<file path="config.mk">
export PLATFORM = sky130hd
export DESIGN_NAME = lsu_stage
export DESIGN_NICKNAME = d
export VERILOG_FILES = /design/src/rtl/lsu_stage_pkg.sv /design/src/rtl/lsu_load_fmt.sv /design/src/rtl/lsu_stage.sv
export SDC_FILE = /design/constraint.sdc
export NUM_CORES = 1
export LEC_CHECK = 0
export BUFFER_PORTS_ARGS = -buffer_cell sky130_fd_sc_hd__buf_4
export CORE_AREA = 2 2 335 337
export CTS_CLUSTER_DIAMETER = 50
export DETAILED_ROUTE_END_ITERATION = 10
export DIE_AREA = 0 0 337 339
export GPL_TIMING_DRIVEN = 0
export PLACE_DENSITY = 0.45
export SLEW_MARGIN = 15
export SYNTH_ARGS = -nofsm -noshare
export SYNTH_HDL_FRONTEND = slang
export SYNTH_HIERARCHICAL = 1
export SYNTH_SLANG_ARGS = --single-unit
export TNS_END_PERCENT = 10
</file>
<file path="constraint.sdc">
create_clock -name clk -period 3 [get_ports clk]
set_input_delay 0.15 -clock clk [delete_from_list [all_inputs] [get_ports clk]]
set_output_delay 0.15 -clock clk [all_outputs]
set_load 0.02 [all_outputs]
</file>
<file path="src/rtl/lsu_stage_pkg.sv">
// Shared definitions for the load/store stage: widths, MemOP codes, CLINT window
// and FSM state encoding.
package lsu_stage_pkg;

    localparam int RegWidth = 64;
    localparam int INSTWide = 32;

    // MemOP: [1:0] access size (1/2/4/8 bytes), [2] zero-extend; 3'b011 means no access
    localparam logic [2:0] MEMOP_LB   = 3'b000;
    localparam logic [2:0] MEMOP_LH   = 3'b001;
    localparam logic [2:0] MEMOP_LW   = 3'b010;
    localparam logic [2:0] MEMOP_NONE = 3'b011;
    localparam logic [2:0] MEMOP_LBU  = 3'b100;
    localparam logic [2:0] MEMOP_LHU  = 3'b101;
    localparam logic [2:0] MEMOP_LWU  = 3'b110;
    localparam logic [2:0] MEMOP_LD   = 3'b111;

    localparam logic [RegWidth-1:0] CLINT_BASE = 64'h0000_0000_0200_0000;
    localparam logic [RegWidth-1:0] CLINT_LAST = 64'h0000_0000_0200_BFFF;

    localparam logic [1:0] ST_IDLE  = 2'd0;
    localparam logic [1:0] ST_WAIT  = 2'd1;
    localparam logic [1:0] ST_HAVE  = 2'd2;
    localparam logic [1:0] ST_DRAIN = 2'd3;

    function automatic logic is_clint(input logic [RegWidth-1:0] addr);
        return (addr >= CLINT_BASE) && (addr <= CLINT_LAST);
    endfunction

endpackage

</file>
<file path="src/rtl/lsu_load_fmt.sv">
// Load data formatter: selects the addressed bytes of an aligned doubleword and
// sign/zero-extends them according to MemOP.
module lsu_load_fmt
    import lsu_stage_pkg::*;
(
    input  logic [RegWidth-1:0] raw,
    input  logic [2:0]          offset,
    input  logic [2:0]          memop,
    output logic [RegWidth-1:0] data
);

    logic [RegWidth-1:0] shifted;
    logic                zext;

    always_comb begin
        shifted = raw >> {offset, 3'b000};
        zext    = memop[2];
        data    = shifted;
        case (memop[1:0])
            2'd0: data = zext ? {56'b0, shifted[7:0]}  : {{56{shifted[7]}},  shifted[7:0]};
            2'd1: data = zext ? {48'b0, shifted[15:0]} : {{48{shifted[15]}}, shifted[15:0]};
            2'd2: data = zext ? {32'b0, shifted[31:0]} : {{32{shifted[31]}}, shifted[31:0]};
            default: data = shifted;
        endcase
    end

endmodule

</file>
<file path="src/rtl/lsu_stage.sv">
// Load/store pipeline stage: holds one instruction, waits for dcache load data or
// performs CLINT accesses, and hands formatted results to writeback.
module lsu_stage
    import lsu_stage_pkg::*;
(
    input  logic                clk,
    input  logic                rst,
    input  logic                exu_to_lsu_valid,
    output logic                lsu_allow_in,
    input  logic [2:0]          i_MemOP,
    input  logic                i_MemWr,
    input  logic [RegWidth-1:0] i_ALUres,
    input  logic [RegWidth-1:0] i_R_rs2,
    input  logic                i_RegWr,
    input  logic [1:0]          i_RegSrc,
    input  logic [INSTWide-1:0] i_inst,
    input  logic [RegWidth-1:0] i_pc,
    input  logic [RegWidth-1:0] i_R_rs1,
    input  logic                i_isecall,
    input  logic                i_ismret,
    input  logic                i_iscsr,
    input  logic                cache_rvalid,
    input  logic [63:0]         cache_rdata,
    output logic                stall_exu_store,
    output logic                clint_en,
    output logic                clint_we,
    output logic [63:0]         clint_addr,
    output logic [63:0]         clint_wdata,
    input  logic [63:0]         clint_rdata,
    input  logic                pipeline_flush,
    input  logic                wbu_allow_in,
    output logic                lsu_to_wbu_valid,
    output logic                o_RegWr,
    output logic [1:0]          o_RegSrc,
    output logic [RegWidth-1:0] o_ALUres,
    output logic [RegWidth-1:0] o_MemData,
    output logic [INSTWide-1:0] o_inst,
    output logic [RegWidth-1:0] o_pc,
    output logic [RegWidth-1:0] o_R_rs1,
    output logic                o_isecall,
    output logic                o_ismret,
    output logic                o_iscsr,
    output logic [1:0]          lsu_state
);

    // Handshakes: a transfer happens on a posedge where valid & ready are both high;
    // valid never depends on ready, and the producer holds its data while valid & ~ready.
    logic                lsu_valid;
    logic [1:0]          state, state_nxt;
    logic [63:0]         buffer;
    logic [2:0]          mem_op;
    logic                mem_wr;
    logic [RegWidth-1:0] rs2_data;

    logic isclint, has_mem, isload, ready_go, handoff, capture, cap_cache_load;
    logic [63:0] raw;

    assign isclint        = is_clint(o_ALUres);
    assign has_mem        = (mem_op != MEMOP_NONE);
    assign isload         = lsu_valid & has_mem & ~mem_wr & ~isclint;
    assign cap_cache_load = (i_MemOP != MEMOP_NONE) & ~i_MemWr & ~is_clint(i_ALUres);

    assign ready_go = isload ? (((state == ST_WAIT) & cache_rvalid) | (state == ST_HAVE)) : 1'b1;

    assign lsu_to_wbu_valid = lsu_valid & ready_go;
    assign handoff          = lsu_to_wbu_valid & wbu_allow_in;
    assign lsu_allow_in     = (state != ST_DRAIN) & (~lsu_valid | (ready_go & wbu_allow_in));
    assign capture          = exu_to_lsu_valid & lsu_allow_in;

    assign stall_exu_store = (state == ST_WAIT) | (state == ST_DRAIN);
    assign lsu_state       = state;

    assign clint_en    = lsu_valid & isclint & has_mem;
    assign clint_we    = handoff & isclint & mem_wr;
    assign clint_addr  = o_ALUres;
    assign clint_wdata = rs2_data;

    assign raw = isclint ? clint_rdata : ((state == ST_WAIT) ? cache_rdata : buffer);

    lsu_load_fmt u_load_fmt (
        .raw    (raw),
        .offset (o_ALUres[2:0]),
        .memop  (mem_op),
        .data   (o_MemData)
    );

    always_comb begin
        state_nxt = state;
        if (pipeline_flush) begin
            // A response arriving in the flush cycle itself is already consumed,
            // so only an outstanding one needs draining.
            case (state)
                ST_WAIT, ST_DRAIN: state_nxt = cache_rvalid ? ST_IDLE : ST_DRAIN;
                default:           state_nxt = ST_IDLE;
            endcase
        end else if (state == ST_DRAIN) begin
            if (cache_rvalid) state_nxt = ST_IDLE;
        end else if (capture) begin
            state_nxt = cap_cache_load ? ST_WAIT : ST_IDLE;
        end else if ((state == ST_WAIT) && cache_rvalid && !wbu_allow_in) begin
            state_nxt = ST_HAVE;
        end else if (handoff) begin
            state_nxt = ST_IDLE;
        end
    end

    always_ff @(posedge clk) begin
        if (rst) begin
            lsu_valid <= 1'b0;
            state     <= ST_IDLE;
            buffer    <= '0;
            mem_op    <= '0;
            mem_wr    <= 1'b0;
            rs2_data  <= '0;
            o_RegWr   <= 1'b0;
            o_RegSrc  <= '0;
            o_ALUres  <= '0;
            o_inst    <= '0;
            o_pc      <= '0;
            o_R_rs1   <= '0;
            o_isecall <= 1'b0;
            o_ismret  <= 1'b0;
            o_iscsr   <= 1'b0;
        end else begin
            state <= state_nxt;
            if (pipeline_flush)
                lsu_valid <= 1'b0;
            else if (capture)
                lsu_valid <= 1'b1;
            else if (handoff)
                lsu_valid <= 1'b0;

            if ((state == ST_WAIT) && cache_rvalid && !wbu_allow_in && !pipeline_flush)
                buffer <= cache_rdata;

            if (capture && !pipeline_flush) begin
                mem_op    <= i_MemOP;
                mem_wr    <= i_MemWr;
                rs2_data  <= i_R_rs2;
                o_RegWr   <= i_RegWr;
                o_RegSrc  <= i_RegSrc;
                o_ALUres  <= i_ALUres;
                o_inst    <= i_inst;
                o_pc      <= i_pc;
                o_R_rs1   <= i_R_rs1;
                o_isecall <= i_isecall;
                o_ismret  <= i_ismret;
                o_iscsr   <= i_iscsr;
            end
        end
    end

endmodule

</file>
==> qor.csv, run 1 <==
metric,value,unit
run_status,"finished, violations left",
violations,setup timing,
die_x,337,um
ctsLongestPathBuffers,3,
timing.critical_path.from_type,flip-flop,
synth-xor-area-share,0,%
finalMaxSlewViolations,0,
top_level_ports,861,
total_core_area,0.110,mm^2
yosys.cell_types.count,54,
drv_cap,0,
rows,122,
arrival,4.50,ns
final.setup_skew,0.0544,ns
finalNonFillerCells,5139,
synth-adder-area-share,0,%
layout-area-overhead-vs-synth,88.7,%
finalWirelength,119000,um
dr_total_vias,23463,
detailedPlace.worstSlack,-2.29,ns
max_freq,0.215,GHz
max_slew_margin,10.8,%
cellLeakagePower,13.9,nW
synthesis.yosys.warnings,6,
clkSinkCount,365,
min-delay-start,wbu_allow_in,
final_hold_viol_count,0,
initial_utilization,16.7,%
floorplan.die.height,339,um
grt_first_pass_wirelength,166000,um
setup_viols_final,334,
first_global_vias,23310,
final_area,0.0347,mm^2
worst-setup-path-type,flip-flop to primary output,
yosysSeqAreaShare,39.7,%
cts_root_buf,clkbuf_16,
clock_tree_from_tritoncts,done,
detail_route.wl_per_cell,23.1,um
final.setup.worst_slack,-1.65,ns
rsz_0062_raised_after_global_routing,true,
clock_tree.htree_level_count,3,
timing.setup.tns,-142.32,ns
hold_ws,0.0989,ns
placedInstanceArea,0.0270,mm^2
dp.final_hpwl,93500,um
fin_crit,4.65,ns
drt-vias-per-instance,4.57,
final_min_period_over_clock_period,155,%
pin_count_of_the_biggest_net_entering_global_routing,12,
timing.critical_path.required,2.85,ns
route.antenna.remaining_nets,0,
yosys.area.top_type_share,39.7,%
cts_made_buffers,66,
worst_pin_slew,1.33,ns
placement.io_buffers,859,
first_pass_iters,7,
min_path_type,input pin to flip-flop,
groute.usage.overall,19.7,%
r2r-end,o_inst[16],
mappedNetlistNets,2698,
synth_enable_flop_cells,0,
syn_area,0.0184,mm^2
startpoint_of_the_most_critical_register_to_register_path,clint_addr[18],
worstSetupEndpointType,primary output,
ys_async_sr_fraction,0,%
fp.dieArea,0.114,mm^2
synth_top_family_by_area,compound AO/OA/AOI/OAI gates,
dp.cells,4615,
ff2ff_setup_slack,-0.25,ns
synth_top_cell_by_area,dfxtp_1,
critical_path.max_fanout,10,
min_path_cells,4,
detail_route.drc_violations,0,
powerDensity,493,mW/mm^2
clkTransAtPathRegs,0.05,ns
syn_area_per_cell,8.11,um^2
synth.area.mux_share,9.72,%
grt_antenna_before_repair,16,
basic_gate_share_of_the_synthesized_area_counting_and_or_nand_and_nor_cells,17.1,%
final_layout_size_suffix_gt1_share,38.9,%
dr.first_iter.drc_count,1450,
share_of_the_synthesized_area_in_compound_gates_ao_oa_aoi_oai,23.0,%
finish.net_count,4021,
synth.ff_latch_count,365,
reg2reg_depth,11,
ys.flop_type,dfxtp_1,
holdPathEnd,lsu_valid,
total_overflow_reported_by_the_global_router,0,
insertion_delay,0.64,ns
irDropWorstVdd,0.357,mV
netlist_instances,2266,
synth_area_leaders,"dfxtp_1 40%, a21oi_1 12%, nand3_1 7.9%, mux2i_1 6.0%, o21ai_1 5.5%",
routability_congestion,0.946,
-- worst max path at each step --
stage                               from            end  slack (ns)  depth (start not counted)
after floorplan             lsu_state[0]  o_MemData[60]       -0.13                         11
after global placement    clint_addr[58]  o_MemData[15]       -2.72                         13
after detailed placement  clint_addr[57]  o_MemData[15]       -2.29                         13
after CTS                 clint_addr[55]  o_MemData[55]       -1.82                         14
after global routing      clint_addr[56]  o_MemData[60]       -1.76                         15
final                     clint_addr[18]  o_MemData[26]       -1.65                         16
-- per-stage QoR --
| step | utilization, % | power, mW |
|---|---|---|
| 2_1_floorplan | - | 6.67 |
| 5_1_grt | 31.4 | 17.7 |
| 3_3_place_gp | 24.4 | 8.33 |
| 4_1_cts | 31.1 | 17.3 |
| 6_report | 31.4 | 17.1 |
| 3_5_place_dp | 24.4 | 8.34 |
-- power breakdown --
part	switching, mW	total [mW]	internal [mW]
Sequential	0.197	5.25	5.06
Combinational	1.92	3.68	1.75
Clock	2.95	8.19	5.24
Total	5.07	17.1	12.0
-- per-layer routing --
metal,vias to the layer above,part of all wire (%),track usage (%)
met5,-,0.041,0
met4,6,3.7,7.29
met3,223,6.4,3.99
li1,10822,-,-
met2,1094,50,34.4
met1,11318,40,23.7
-- state kept, by name (all words and copies together) (netlist names), 2 cells and up --
signal       cells
buffer          64
o_RegSrc         2
clint_addr      64
o_pc            64
lsu_state        2
mem_op           3
o_R_rs1         64
o_inst          32
clint_wdata     64
-- final cells by class --
class | count | area [um^2]
diodes | 10 | 25.0
plain buffers | 307 | 2290
clock buffers | 81 | 1820
clock inverters | 39 | 562
fillers | 11796 | 75700
inverters | 2 | 7.51
multi-input cells | 1589 | 10100
flip-flops and latches | 365 | 7360
well taps | 1488 | 1860
repair buffers | 1258 | 10600
-- cells in the final DEF, fill, tap and decap left out, types with 9 or more instances in the layout --
cell             n
buf_4          912
a21oi_1        380
dlygate4sd3_1  365
dfxtp_1        345
nand3_1        279
o21ai_1        197
nand2_1        172
o21ai_0        104
buf_6           98
clkbuf_1        98
mux2i_1         92
clkbuf_16       70
nor2_1          64
nand4_1         34
a21oi_2         34
nand3_2         25
mux4_2          25
buf_8           22
buf_2           22
buf_1           19
a21oi_4         16
nor4_1          15
mux2i_2         14
clkbuf_2        11
buf_12          11
o2111ai_4       11
diode_2         10
dfxtp_2         10
dfxtp_4         10
bufinv_16       10
clkbuf_8         9
-- cell usage after synthesis (2+ instances only) --
library cell  count
o211ai_1          7
a21oi_2           7
o21a_1            2
a21bo_2           2
nand2b_1          4
mux4_2           25
nand2_1         173
nand4_1          34
o21ai_1         202
nor3b_1           2
o2bb2ai_1         9
nor4_1           23
dfxtp_1         365
o21ai_0         111
a22oi_1           5
nor2b_1           7
a21oi_1         423
buf_4            77
nand3_1         289
o2111ai_1        16
buf_6            54
clkbuf_1        121
and2_1            4
buf_2            36
clkbuf_2          2
nor3_1            3
o2111ai_2         2
buf_1            20
mux2i_1         111
nor2_1           76
inv_1             2
mux2_2           10
nand3_2          21
-- critical path: stages, from the launching register on --
cell      delay, ns
dfxtp_1        0.40
nor4_2         0.60
nand4_1        0.28
a2111o_1       0.47
buf_6          0.17
clkbuf_8       0.18
clkbuf_1       0.28
a21oi_2        0.29
mux2i_1        0.12
nand2_1        0.10
nand4_1        0.20
buf_6          0.20
buf_8          0.13
buf_8          0.13
buf_6          0.11
nand3_4        0.06
buf_6          0.13
-- repair_timing --
action / in CTS / in global routing
hold buffers: 365 / 0
setup endpoints to repair: 369 / 368
hold endpoints to repair: 365 / 0
pin swaps: 31 / 22
buffers inserted: 23 / 4
gates cloned: 4 / 1
resized for setup: 272 / 81
-- logic make-up (layout without fill, tap and decap cells) --
family | after synthesis | in the layout
buffers and inverters | 312 | 1687
other | 0 | 10
muxes | 146 | 146
AOI/OAI and AO/OA | 797 | 797
and+or+nand+nor | 646 | 646
DFF | 365 | 365
Note: power is estimated with default switching activity, not from simulation.
==> run 2, diff against run 1 <==
Settings changed: PLACE_DENSITY 0.45 to default, PLACE_DENSITY_LB_ADDON from default to 0.3.
==> run 2 against run 1 <==
  * The run still ends with setup timing left
  * Die area stayed put
  * Final area is 1.5% lower
  * Total power is 4.5% lower
  * Sequential power hardly changed
  * First-iteration DRC count is 22% higher
  * Critical path depth stayed put
  * Critical path type unchanged
  * Highest routed layer unchanged
==> qor.csv, run 2 (same netlist as run 1, synthesis figures left out) <==
metric,value,unit,change
dp.cells,4614,,-0.022%
final_hold_viol_count,0,,unchanged
detail_route.wl_per_cell,22.7,um,-1.5%
grt_first_pass_wirelength,163000,um,-1.6%
first_global_vias,23430,,+0.51%
clkTransAtPathRegs,0.06,ns,about the same
max_freq,0.212,GHz,-1.4%
final_layout_size_suffix_gt1_share,38.5,%,-0.48 points
clock_tree.htree_level_count,2,,-1
total_core_area,0.110,mm^2,unchanged
detail_route.drc_violations,0,,unchanged
timing.critical_path.from_type,flip-flop,,
slowest_stage,a2111o_1,,
drv_cap,0,,unchanged
crit_path_cell_trace,nor4_4 -> nand4_1 -> a2111o_1 -> buf_6 -> clkbuf_8 -> clkbuf_8 -> a21oi_4 -> mux2_4 -> a2bb2oi_2 -> nand4_1 -> buf_6 -> buf_8 -> buf_12 -> buf_8 -> nand4_1 -> buf_6,,
clock_tree_from_tritoncts,done,,
setup_viols_final,368,,+10%
clkSinkCount,365,,unchanged
detailedPlace.worstSlack,-2.15,ns,+0.143 ns
rows,122,,unchanged
drt-vias-per-instance,4.55,,-0.29%
max_slew_margin,27.2,%,+16 points
min_path_type,input pin to flip-flop,,
rsz_0062_raised_after_global_routing,true,,
fillCellCount,11776,,-0.17%
violations,setup timing,,
cts_made_buffers,60,,-9.1%
run_status,"finished, violations left",,
critical_path.top_delay_family,buffers and inverters,,
most-common-layout-cells,"932 x buf_4, 382 x a21oi_1, 365 x dlygate4sd3_1, 343 x dfxtp_1, 280 x nand3_1",,
route.antenna.remaining_nets,0,,unchanged
irDropWorstVdd,0.377,mV,+5.4%
cts_root_buf,clkbuf_16,,
cellLeakagePower,13.7,nW,-1.6%
critical_path.max_fanout,10,,unchanged
final.setup.worst_slack,-1.72,ns,-0.0676 ns
timing.critical_path.required,2.85,ns,about the same
routability_congestion,0.939,,-0.74%
fin_crit,4.72,ns,+0.0676 ns
dr_total_vias,23345,,-0.50%
final_min_period_over_clock_period,157,%,+2.3 points
worst-setup-path-type,flip-flop to primary output,,
die_x,337,um,unchanged
dr.first_iter.drc_count,1763,,+22%
fp.dieArea,0.114,mm^2,unchanged
top_level_ports,861,,unchanged
insertion_delay,0.66,ns,+0.02 ns
layout-area-overhead-vs-synth,85.8,%,
worst_pin_slew,1.08,ns,-0.250 ns
placement.io_buffers,859,,unchanged
powerDensity,479,mW/mm^2,-3.0%
total_overflow_reported_by_the_global_router,0,,unchanged
timing.critical_path.buf_inv,8,,unchanged
groute.usage.overall,19.3,%,-0.45 points
finalWirelength,116000,um,-1.7%
grt_antenna_before_repair,20,,+4
initial_utilization,16.7,%,unchanged
layout_commonest_cell,buf_4,,
finalMaxSlewViolations,0,,unchanged
floorplan.die.height,339,um,unchanged
dp.final_hpwl,91900,um,-1.7%
worstSetupEndpointType,primary output,,
finalNonFillerCells,5128,,-0.21%
pin_count_of_the_biggest_net_entering_global_routing,18,,+6
finish.net_count,4015,,-0.15%
final.setup_skew,0.0487,ns,-0.00569 ns
first_pass_iters,5,,-2
ctsLongestPathBuffers,3,,unchanged
critPathMaxStageDelay,0.55,ns,-0.05 ns
arrival,4.57,ns,+0.07 ns
## run 2: metal layers
metal	part of all wire, %	global-route usage, %
met3	7.3	4.09
met5	0.10	0
met4	4.0	7.17
met2	49	33.4
met1	40	23.2
## run 2: final cells by class
class	count	area [um^2]	area share, %
timing repair buffer	1256	10600	30.9
buffer	309	2230	6.53
clock inverter	38	534	1.56
multi-input combinational	1589	9970	29.2
tap	1488	1860	5.45
sequential	365	7360	21.5
antenna	6	15.0	0.0439
clock buffer	75	1630	4.77
inverter	2	7.51	0.0220
## run 2: through the flow
step / instance area [um^2] / TNS (ns) / power [mW] / hold slack, ns / util, %
2_1_floorplan: 18600 / -4.91 / 6.67 / 0.228 / -
3_3_place_gp: 26900 / -564.83 / 8.32 / 0.378 / 24.4
3_5_place_dp: 26900 / -398.94 / 8.32 / 0.375 / 24.4
4_1_cts: 33900 / -245.83 / 16.5 / 0.0120 / 30.7
5_1_grt: 34200 / -199.64 / 16.9 / 0.0462 / 31.0
6_report: 34200 / -179.17 / 16.4 / 0.0698 / 31.0
## run 2: worst paths after layout
| kind | slack, ns | to | from | depth (start not counted) |
|---|---|---|---|---|
| setup / recovery | -1.72 | o_MemData[63] | clint_addr[54] | 16 |
| hold / removal | 0.07 | lsu_valid | wbu_allow_in | 4 |
| setup reg to reg | -0.31 | o_pc[52] | clint_addr[54] | 11 |
| hold reg to reg | 0.45 | buffer[23] | buffer[23] | 2 |
## run 2: worst register-to-register path, stage by stage, from the launching register on
cell      delay [ns]
dfxtp_2         0.40
nor4_4          0.39
nand4_1         0.50
a2111o_1        0.55
buf_6           0.19
buf_4           0.17
or2_4           0.26
buf_12          0.15
buf_12          0.23
buf_6           0.16
nand3_1         0.09
a21oi_1         0.07
## run 2: repair_timing
item / CTS / global route
hold endpoints to repair: 365 / 0
hold buffers: 365 / 0
pin swaps: 27 / 28
gates resized for setup: 209 / 73
cloned: 5 / 1
setup buffers: 21 / 6
endpoints found under the setup margin: 369 / 368
## run 2: power by group
part / internal, mW / switching (mW) / leakage (nW) / total [mW]
clock network: 4.67 / 2.82 / 1.02 / 7.49
logic: 1.72 / 1.89 / 9.68 / 3.61
registers: 5.05 / 0.205 / 2.99 / 5.26
total: 11.4 / 4.91 / 13.7 / 16.4
